===== src/rtl/tuner_pkg.sv =====
// Shared widths, default frequency window and FSM encoding for the note tuner arbiter.
package tuner_pkg;

  localparam int unsigned FREQ_W       = 19;
  localparam int unsigned NOTE_W       = 4;
  localparam int unsigned FREQ_SCALE   = 1000;
  localparam int unsigned DEF_MIN_FREQ = 50_000;
  localparam int unsigned DEF_MAX_FREQ = 466_000;

  typedef enum logic [1:0] {
    IDLE,
    WAIT,
    RESP
  } state_t;

endpackage


===== src/rtl/rr_arbiter.sv =====
// Combinational round-robin grant: first set request at or above rr_ptr, wrapping.
module rr_arbiter #(
  parameter  int unsigned NUM_REQ = 2,
  localparam int unsigned IDX_W   = $clog2(NUM_REQ)
) (
  input  logic [NUM_REQ-1:0] req,
  input  logic [IDX_W-1:0]   rr_ptr,
  output logic [NUM_REQ-1:0] grant,
  output logic [IDX_W-1:0]   grant_idx,
  output logic               any_req
);

  always_comb begin
    logic [IDX_W:0]   sum;
    logic [IDX_W-1:0] idx;
    grant     = '0;
    grant_idx = '0;
    any_req   = 1'b0;
    sum       = '0;
    idx       = '0;
    for (int unsigned k = 0; k < NUM_REQ; k++) begin
      // rr_ptr < NUM_REQ, so a single conditional subtract implements the wrap
      sum = {1'b0, rr_ptr} + (IDX_W+1)'(k);
      if (sum >= (IDX_W+1)'(NUM_REQ)) sum = sum - (IDX_W+1)'(NUM_REQ);
      idx = sum[IDX_W-1:0];
      if (!any_req && req[idx]) begin
        any_req    = 1'b1;
        grant[idx] = 1'b1;
        grant_idx  = idx;
      end
    end
  end

endmodule


===== src/rtl/note_tuner_arbiter.sv =====
// Shares one note_tuner among NUM_REQ requesters: round-robin accept, range check,
// hold the tuner input for its latency, then return a registered one-hot response.
module note_tuner_arbiter
  import tuner_pkg::*;
#(
  parameter int unsigned NUM_REQ   = 2,
  parameter int unsigned FREQ_W    = tuner_pkg::FREQ_W,
  parameter int unsigned TUNER_LAT = 2,
  parameter int unsigned MIN_FREQ  = tuner_pkg::DEF_MIN_FREQ,
  parameter int unsigned MAX_FREQ  = tuner_pkg::DEF_MAX_FREQ
) (
  input  logic                      clk,
  input  logic                      rst_n,
  input  logic [NUM_REQ-1:0]        req_valid,
  output logic [NUM_REQ-1:0]        req_ready,
  input  logic [NUM_REQ*FREQ_W-1:0] req_freq,
  output logic [FREQ_W-1:0]         tuner_note,
  input  logic [FREQ_W-1:0]         tuner_closest_freq,
  input  logic [NOTE_W-1:0]         tuner_closest_note,
  input  logic                      tuner_flat,
  input  logic                      tuner_sharp,
  input  logic                      tuner_in_tune,
  output logic [NUM_REQ-1:0]        rsp_valid,
  output logic [FREQ_W-1:0]         rsp_freq,
  output logic [NOTE_W-1:0]         rsp_note,
  output logic                      rsp_flat,
  output logic                      rsp_sharp,
  output logic                      rsp_in_tune,
  output logic                      rsp_err,
  output logic                      busy
);

  localparam int unsigned IDX_W = $clog2(NUM_REQ);
  localparam int unsigned CNT_W = $clog2(TUNER_LAT + 1);

  state_t             state, state_next;
  logic [IDX_W-1:0]   rr_ptr;
  logic [IDX_W-1:0]   g;
  logic [CNT_W-1:0]   cnt;
  logic [NUM_REQ-1:0] grant;
  logic [IDX_W-1:0]   grant_idx;
  logic               any_req;
  logic [FREQ_W-1:0]  sel_freq;
  logic               in_range;
  logic               accept;
  logic               wait_done;

  rr_arbiter #(.NUM_REQ(NUM_REQ)) u_rr_arbiter (
    .req       (req_valid),
    .rr_ptr    (rr_ptr),
    .grant     (grant),
    .grant_idx (grant_idx),
    .any_req   (any_req)
  );

  always_comb begin
    sel_freq = '0;
    for (int unsigned i = 0; i < NUM_REQ; i++) begin
      if (grant[i]) sel_freq = req_freq[i*FREQ_W +: FREQ_W];
    end
  end

  assign in_range  = (32'(sel_freq) >= MIN_FREQ) && (32'(sel_freq) <= MAX_FREQ);
  assign accept    = (state == IDLE) && any_req;
  assign wait_done = (state == WAIT) && (cnt == CNT_W'(1));

  always_ff @(posedge clk or negedge rst_n) begin
    if (!rst_n) state <= IDLE;
    else        state <= state_next;
  end

  always_comb begin
    state_next = state;
    unique case (state)
      IDLE:    if (accept) state_next = in_range ? WAIT : RESP;
      WAIT:    if (wait_done) state_next = RESP;
      RESP:    state_next = IDLE;
      default: state_next = IDLE;
    endcase
  end

  always_comb begin
    req_ready = (state == IDLE) ? grant : '0;
    busy      = (state != IDLE);
    rsp_valid = '0;
    if (state == RESP) rsp_valid[g] = 1'b1;
  end

  always_ff @(posedge clk or negedge rst_n) begin
    if (!rst_n) begin
      rr_ptr      <= '0;
      g           <= '0;
      cnt         <= '0;
      tuner_note  <= '0;
      rsp_freq    <= '0;
      rsp_note    <= '0;
      rsp_flat    <= 1'b0;
      rsp_sharp   <= 1'b0;
      rsp_in_tune <= 1'b0;
      rsp_err     <= 1'b0;
    end else if (accept) begin
      g      <= grant_idx;
      rr_ptr <= (grant_idx == IDX_W'(NUM_REQ - 1)) ? '0 : grant_idx + 1'b1;
      if (in_range) begin
        tuner_note <= sel_freq;
        cnt        <= CNT_W'(TUNER_LAT);
      end else begin
        rsp_err     <= 1'b1;
        rsp_freq    <= '0;
        rsp_note    <= '0;
        rsp_flat    <= 1'b0;
        rsp_sharp   <= 1'b0;
        rsp_in_tune <= 1'b0;
      end
    end else if (state == WAIT) begin
      cnt <= cnt - 1'b1;
      if (wait_done) begin
        rsp_err     <= 1'b0;
        rsp_freq    <= tuner_closest_freq;
        rsp_note    <= tuner_closest_note;
        rsp_flat    <= tuner_flat;
        rsp_sharp   <= tuner_sharp;
        rsp_in_tune <= tuner_in_tune;
      end
    end
  end

endmodule

===== config.mk =====
export PLATFORM = sky130hd
export DESIGN_NAME = note_tuner_arbiter
export DESIGN_NICKNAME = d
export VERILOG_FILES = /design/src/rtl/tuner_pkg.sv /design/src/rtl/rr_arbiter.sv /design/src/rtl/note_tuner_arbiter.sv
export SDC_FILE = /design/constraint.sdc
export NUM_CORES = 1
export LEC_CHECK = 0
export CORE_ASPECT_RATIO = 0.75
export CORE_MARGIN = 2
export CORE_UTILIZATION = 36
export DETAILED_ROUTE_END_ITERATION = 8
export HOLD_SLACK_MARGIN = 0.03
export PLACE_DENSITY_LB_ADDON = 0.12
export SLEW_MARGIN = 20
export SYNTH_ARGS = -nofsm -noshare
export SYNTH_HDL_FRONTEND = slang
export SYNTH_SLANG_ARGS = --single-unit

===== constraint.sdc =====
create_clock -name clk -period 2.43 [get_ports clk]
set_input_delay 0.3645 -clock clk [delete_from_list [all_inputs] [get_ports clk]]
set_output_delay 0.3645 -clock clk [all_outputs]
set_load 0.01 [all_outputs]

## Word-level counts from Yosys, hierarchy flattened

Cells that the tools add are included.

| word-level totals | value |
|---|---|
| bits in registers | 52 |
| word-level logic and storage cells | 102 |

| operators by class | value |
|---|---|
| add/sub/neg operators | 5 |
| bitwise operators | 1 |
| multiplexer cells | 52 |
| $lt $le $gt $ge | 10 |
| reductions and logical operators | 16 |
| equal/unequal tests | 7 |

Operators with widths:

| operator | number |
|---|---|
| $mux W19 | 6 |
| $mux W1 | 28 |
| $mux W2 | 10 |
| $ge A19 B16 Y1 const B | 1 |
| $le A19 B19 Y1 const B | 1 |
| $mux W4 | 4 |
| $ne A2 B2 Y1 const B | 4 |
| $logic_and A1 B1 Y1 | 7 |
| $lt A1 B2 Y1 const B | 3 |
| $reduce_and A2 Y1 | 3 |
| $reduce_bool A2 Y1 | 3 |
| $eq A2 B1 Y1 const B | 2 |
| $pmux W2 S2 | 1 |
| $demux W1 S1 | 3 |
| $ge A1 B1 Y1 const B | 3 |
| $reduce_and A3 Y1 | 1 |
| $add A1 B1 Y2 const B | 1 |
| $eq A2 B2 Y1 const B | 1 |
| $ge A1 B2 Y1 const B | 1 |
| $ge A2 B2 Y1 const B | 1 |
| $logic_not A2 Y1 | 1 |
| $or A2 B2 Y2 | 1 |
| $sub A1 B1 Y1 const B | 2 |
| $sub A2 B1 Y2 const B | 1 |
| other kinds (2) | 2 |

## Longest topological paths before layout

| depth | value |
|---|---|
| word-level depth | 16 |
| mapped depth | 10 |

## Modules after synthesis

A second synthesis with hierarchy kept.

| second synthesis, totals | value |
|---|---|
| cell total of the unflattened synthesis | 234 |
| area, all modules | 2,567.5 sq um |

By module, submodules not included:

| module | area an instance (sq um) | times used | cells each |
|---|---|---|---|
| note_tuner_arbiter | 2,534.9 | 1 | 229 |
| rr_arbiter | 32.5 | 1 | 5 |

## Worst setup path before layout

Ideal clock, no wire load.

| path | value |
|---|---|
| path kind | register -> register |
| start point | register rr_ptr |
| end point | register tuner_note[11] |
| buffers on the path | 2 |
| arrival | 2.303 ns |
| stages on the path, launching flop included | 10 |
| path slack | 0.003 ns |
| library setup time | 0.125 ns |
| data required time | 2.305 ns |
| clock period less this slack | 2.427 ns |
| path through | dfrtp_1 -> nand2b_1 -> buf_6 -> a32o_1 -> or3_1 -> a31oi_1 -> o21ai_2 -> nor3_2 -> buf_4 -> mux2_2 |

| on the way | value |
|---|---|
| cells in the longest elaborated chain, start to end | 14 |

RTL lines:

| item | RTL line | RTL |
|---|---|---|
| start: declaration | note_tuner_arbiter.sv:37 | `logic [IDX_W-1:0] rr_ptr;` |
| start signal: assignment | note_tuner_arbiter.sv:103 | `rr_ptr <= (grant_idx == IDX_W'(NUM_REQ - 1)) ? '0 : grant_idx + 1'b1;` |
| $add A1 B1 Y2 (tied with other cells) | rr_arbiter.sv:23 | `sum = {1'b0, rr_ptr} + (IDX_W+1)'(k);` |
| $ge A2 B2 Y1 (tied with other cells) | rr_arbiter.sv:24 | `if (sum >= (IDX_W+1)'(NUM_REQ)) sum = sum - (IDX_W+1)'(NUM_REQ);` |
| $mux W1 (tied with other cells) | rr_arbiter.sv:24 |  |
| $lt A1 B2 Y1 (implied by the code) (tied with other cells) | rr_arbiter.sv:28 | `grant[idx] = 1'b1;` |
| $logic_and A1 B1 Y1 (implied by the code) / $mux W1 (equally long branches) | rr_arbiter.sv:28 |  |
| $mux W1 (implied by the code) / $demux W1 S1 (equally long branches) | -- |  |
| $demux W1 S1 / $mux W2 (equally long branches) | -- |  |
| $or A2 B2 Y2 (no source line) | -- |  |
| $mux W2 | rr_arbiter.sv:26 | `if (!any_req && req[idx]) begin` |
| $mux W19 (2 in a row) | note_tuner_arbiter.sv:59 | `if (grant[i]) sel_freq = req_freq[i*FREQ_W +: FREQ_W];` |
| $ge A19 B16 Y1 / $le A19 B19 Y1 (equally long branches) | note_tuner_arbiter.sv:63 | `assign in_range = (32'(sel_freq) >= MIN_FREQ) && (32'(sel_freq) <= MAX_FREQ);` |
| $logic_and A1 B1 Y1 | note_tuner_arbiter.sv:63 |  |
| $reduce_and A2 Y1 (no source line) | -- |  |
| end signal: assignment | note_tuner_arbiter.sv:105 | `tuner_note <= sel_freq;` |
| end: declaration | note_tuner_arbiter.sv:17 | `output logic [FREQ_W-1:0] tuner_note,` |

Parallel ways exist; a longest one is shown, timed or not. The select of a mux whose other input is x is not followed.
A chain may end at the register's enable or synchronous reset.

## Worst setup path in the final report

| path | value |
|---|---|
| start point | register rr_ptr |
| end point | register rsp_flat |

| on the way | value |
|---|---|
| cells in the longest elaborated chain, start to end | 15 |

RTL lines:

| item | RTL line | RTL |
|---|---|---|
| $add A1 B1 Y2 (tied with other cells) | rr_arbiter.sv:23 |  |
| $ge A2 B2 Y1 (tied with other cells) | rr_arbiter.sv:24 |  |
| $mux W1 (tied with other cells) | rr_arbiter.sv:24 |  |
| $lt A1 B2 Y1 (implied by the code) (tied with other cells) | rr_arbiter.sv:28 |  |
| $logic_and A1 B1 Y1 (implied by the code) / $mux W1 (equally long branches) | rr_arbiter.sv:28 |  |
| $mux W1 (implied by the code) / $demux W1 S1 (equally long branches) | -- |  |
| $demux W1 S1 / $mux W2 (equally long branches) | -- |  |
| $or A2 B2 Y2 (no source line) | -- |  |
| $mux W2 | rr_arbiter.sv:26 |  |
| $mux W19 (2 in a row) | note_tuner_arbiter.sv:59 |  |
| $ge A19 B16 Y1 / $le A19 B19 Y1 (equally long branches) | note_tuner_arbiter.sv:63 |  |
| $logic_and A1 B1 Y1 | note_tuner_arbiter.sv:63 |  |
| $ne A2 B2 Y1 (no source line) | -- |  |
| $reduce_and A3 Y1 (no source line) | -- |  |
| end signal: assignment | note_tuner_arbiter.sv:121 | `rsp_flat <= tuner_flat;` |
| end: declaration | note_tuner_arbiter.sv:26 | `output logic rsp_flat,` |

Parallel ways exist; a longest one is shown, timed or not. The select of a mux whose other input is x is not followed.

==> run_results.csv <==
group,metric,value,unit
sta,clock_skew,0.0156,ns
min_path,worstHoldPathType,"primary input to asynchronous set/reset pin",
floorplanning,die_area,0.00736,sq mm
placement,dp_hpwl,5.19,mm
setup_path,worst-setup-path-type,"flop to flop",
cts,cts_inserted_buffers,5,
floorplanning,start_util,37.7,%
synth,yosys_most_used_dff,"dfrtp_1",
placement,pre_cts_slack,-0.587,ns
pwr,total_power,4.42,mW
synth,synth_fp_nets,265,
setup_path,crit_arrival,2.74,ns
cells_and_area,drive_above_1_share,25.9,%
setup_path,end_kind,"flop",
synth,synth_top_area_share,54.1,%
cells_and_area,final_cells,436,
synth,synth.distinct_cells,41,
synth,ys_top_cells_by_area,"dfrtp_1 (54%), a22o_1 (12%), mux2_2 (6.1%), a32o_1 (2.9%), mux2i_1 (2.1%)",
floorplanning,num_rows,25,
global_routing,grt_pass1_wl,11.7,mm
sta,fin_ws,-0.0668,ns
sta,fin_hold_ws,0.0389,ns
sta,finalCriticalPeriod,2.50,ns
placement,place_area,0.00389,sq mm
setup_path,crit_top_cell,"buf_6",
cts,cts_tree,"built",
drt,vias,2299,
cells_and_area,final_area,0.00428,sq mm
floorplanning,die_y,74.8,um
flow_run,cap_viol_max_count,0,
sta,setup_viol,36,
drt,drt_iter0_markers,117,
cts,clock-sinks,52,
setup_path,required,2.67,ns
synth,synth.avg_cell_area,12.3,sq um
sta,fin_crit_sh,103,%
cts,clock_path_buffers,2,
drt,dr.pass1.iters,4,
global_routing,grt_max_degree,53,
global_routing,grtUsageTotal,20.1,%
placement,post-place-cells,417,
sta,relSlewSlack,63.9,%
setup_path,cp_cell_sequence,"buf_6, a21boi_4, buf_6, a32o_2, or3_1, a31oi_1, o21ai_2, buf_6, a211oi_4, buf_6, buf_6, buf_12, a22o_1",
cts,cts_root_buf,"clkbuf_8",
global_routing,grt_pass1_vias,2326,
drt,vias_per_cell,5.27,
sta,fmax,401,MHz
synth,synth_area,0.00241,sq mm
cts,cts_hold_buf,0,
synth,yosysWarnings,0,
synth,synth_seq_area_share,54.1,%
drt,avgRoutedWirePerCell,16.9,um
drt,route.detailed.drc,0,
setup_path,max_stage_delay,0.39,ns
sta,hold_violations,0,
setup_path,worst_setup_path_start_kind,"flop",
cts,clk_latency,0.31,ns
sta,worstMarginPinSlew,0.541,ns
cells_and_area,nNetsFinal,423,
cts,clkTransAtPathRegs,0.10,ns
pwr,peakVddDrop,0.000495,V
cts,cts_max_level,2,
synth,synth_edf_count,0,
sta,finalMaxSlewViolations,0,
global_routing,antenna_found_initial,0,
drt,drtAntennaViolNets,0,
placement,place_congestion,0.907,
cells_and_area,area_growth,78.0,%
drt,routed_wl,7.37,mm
synth,synth-seq-cells,52,
floorplanning,io_pins,119,
pwr,p_leak,1.90,nW
synth,synth_top_area_cell,"dfrtp_1",
floorplanning,die_width,98.4,um
floorplanning,core_area,0.00638,sq mm
global_routing,grt_remaining_overflow,0,
synth,synth_top_cells_by_count,"dfrtp_1 (52), a22o_1 (34), mux2_2 (13)",
synth,synthArstFlopShare,100,%
placement,port_buffers,118,
outcome,status,"finished, violations left",
cells_and_area,diodes,0,
synth,synthCells,196,
setup_path,path_max_fanout,7,
setup_path,crit_slowest_cell,"dfrtp_1",
sta,rsz0062_at_grt,"yes",
pwr,power_density,1030,mW/mm^2
outcome,violations,"setup timing",
synth,synthMostInstantiatedCell,"dfrtp_1",
## cells by family after synthesis
kind of cell	after synthesis	share of synthesized area, %
flops	52	54.1
simple gates	33	7.70
buf+inv	23	4.99
compound gates	68	24.1
mux	19	8.63
fa+ha+maj	1	0.520
## routing by layer
layer | global-route usage (%) | wire, um
met4 | 3.50 | 40
met3 | 5.76 | 583
met2 | 30.6 | 3190
met1 | 29.2 | 3550
met5 | 0 | 0
## worst max-delay path: cells and delay by family (launching register included)
family,cells,cell delay (ns)
compound gates,6,0.95
buf+inv,6,0.77
flops,1,0.39
simple gates,1,0.31
## area by class of cell
cell class                      instances  area [sq um]
Fill cell                             509          2100
Timing Repair Buffer                  164          1650
Sequential cell                        52          1300
Multi-Input combinational cell        121          1090
Tap cell                               81           101
Clock buffer                            6          82.6
Inverter                               10          37.5
Clock inverter                          2          15.0
## sequential cells by signal, indices dropped and copies added (netlist names)
| signal | cells |
|---|---|
| rsp_freq | 19 |
| tuner_note | 19 |
| rsp_note | 4 |
| cnt | 2 |
| state | 2 |
| g | 1 |
| rr_ptr | 1 |
| rsp_err | 1 |
| rsp_flat | 1 |
| rsp_in_tune | 1 |
| rsp_sharp | 1 |
## repair_timing
action,in CTS,in global routing
endpoints found under the setup margin,48,47
pin swaps,10,11
gates resized for setup,33,18
gates cloned,3,0
setup buffers,6,2
## stage by stage
stage / setup TNS, ns / util [%]
after CTS: -0.350 / 65.8
after global placement: -27.01 / 61.0
final: -1.06 / 67.1
after global routing: -5.52 / 67.1
after floorplan: 0 / -
after detailed placement: -26.54 / 61.0
## layout by cell type, fill, tap and decap left out, drive strengths merged, types with 2 or more instances in the layout
master / instances
clkdlybuf4s50: 107
dfrtp: 52
buf: 47
a22o: 34
mux2: 14
dlygate4sd2: 10
inv: 10
nor2: 8
a32o: 7
nand4: 6
clkbuf: 6
mux2i: 5
o21ai: 5
a32oi: 5
and2: 3
nand2: 3
a21oi: 3
nor3: 3
a31oi: 3
or4: 2
o31a: 2
clkinvlp: 2
nand2b: 2
## power breakdown
group          total [mW]  internal [mW]  switching (mW)
combinational        2.50           1.52           0.987
sequential           1.39           1.20           0.190
clock               0.523          0.231           0.292
## path summary, 6_finish.rpt
kind                            startpoint             to  slack [ns]  depth (start not counted)
worst max-delay path                rr_ptr       rsp_flat       -0.07                         13
worst min-delay path                 rst_n  tuner_note[3]        0.04                          2
worst max register to register      rr_ptr       rsp_flat       -0.07                         13
worst min register to register           g              g        0.51                          1
max in group asynchronous            rst_n  tuner_note[6]        2.15                          2
min in group clk                         g              g        0.51                          1
(Power assumes the default switching activity.)
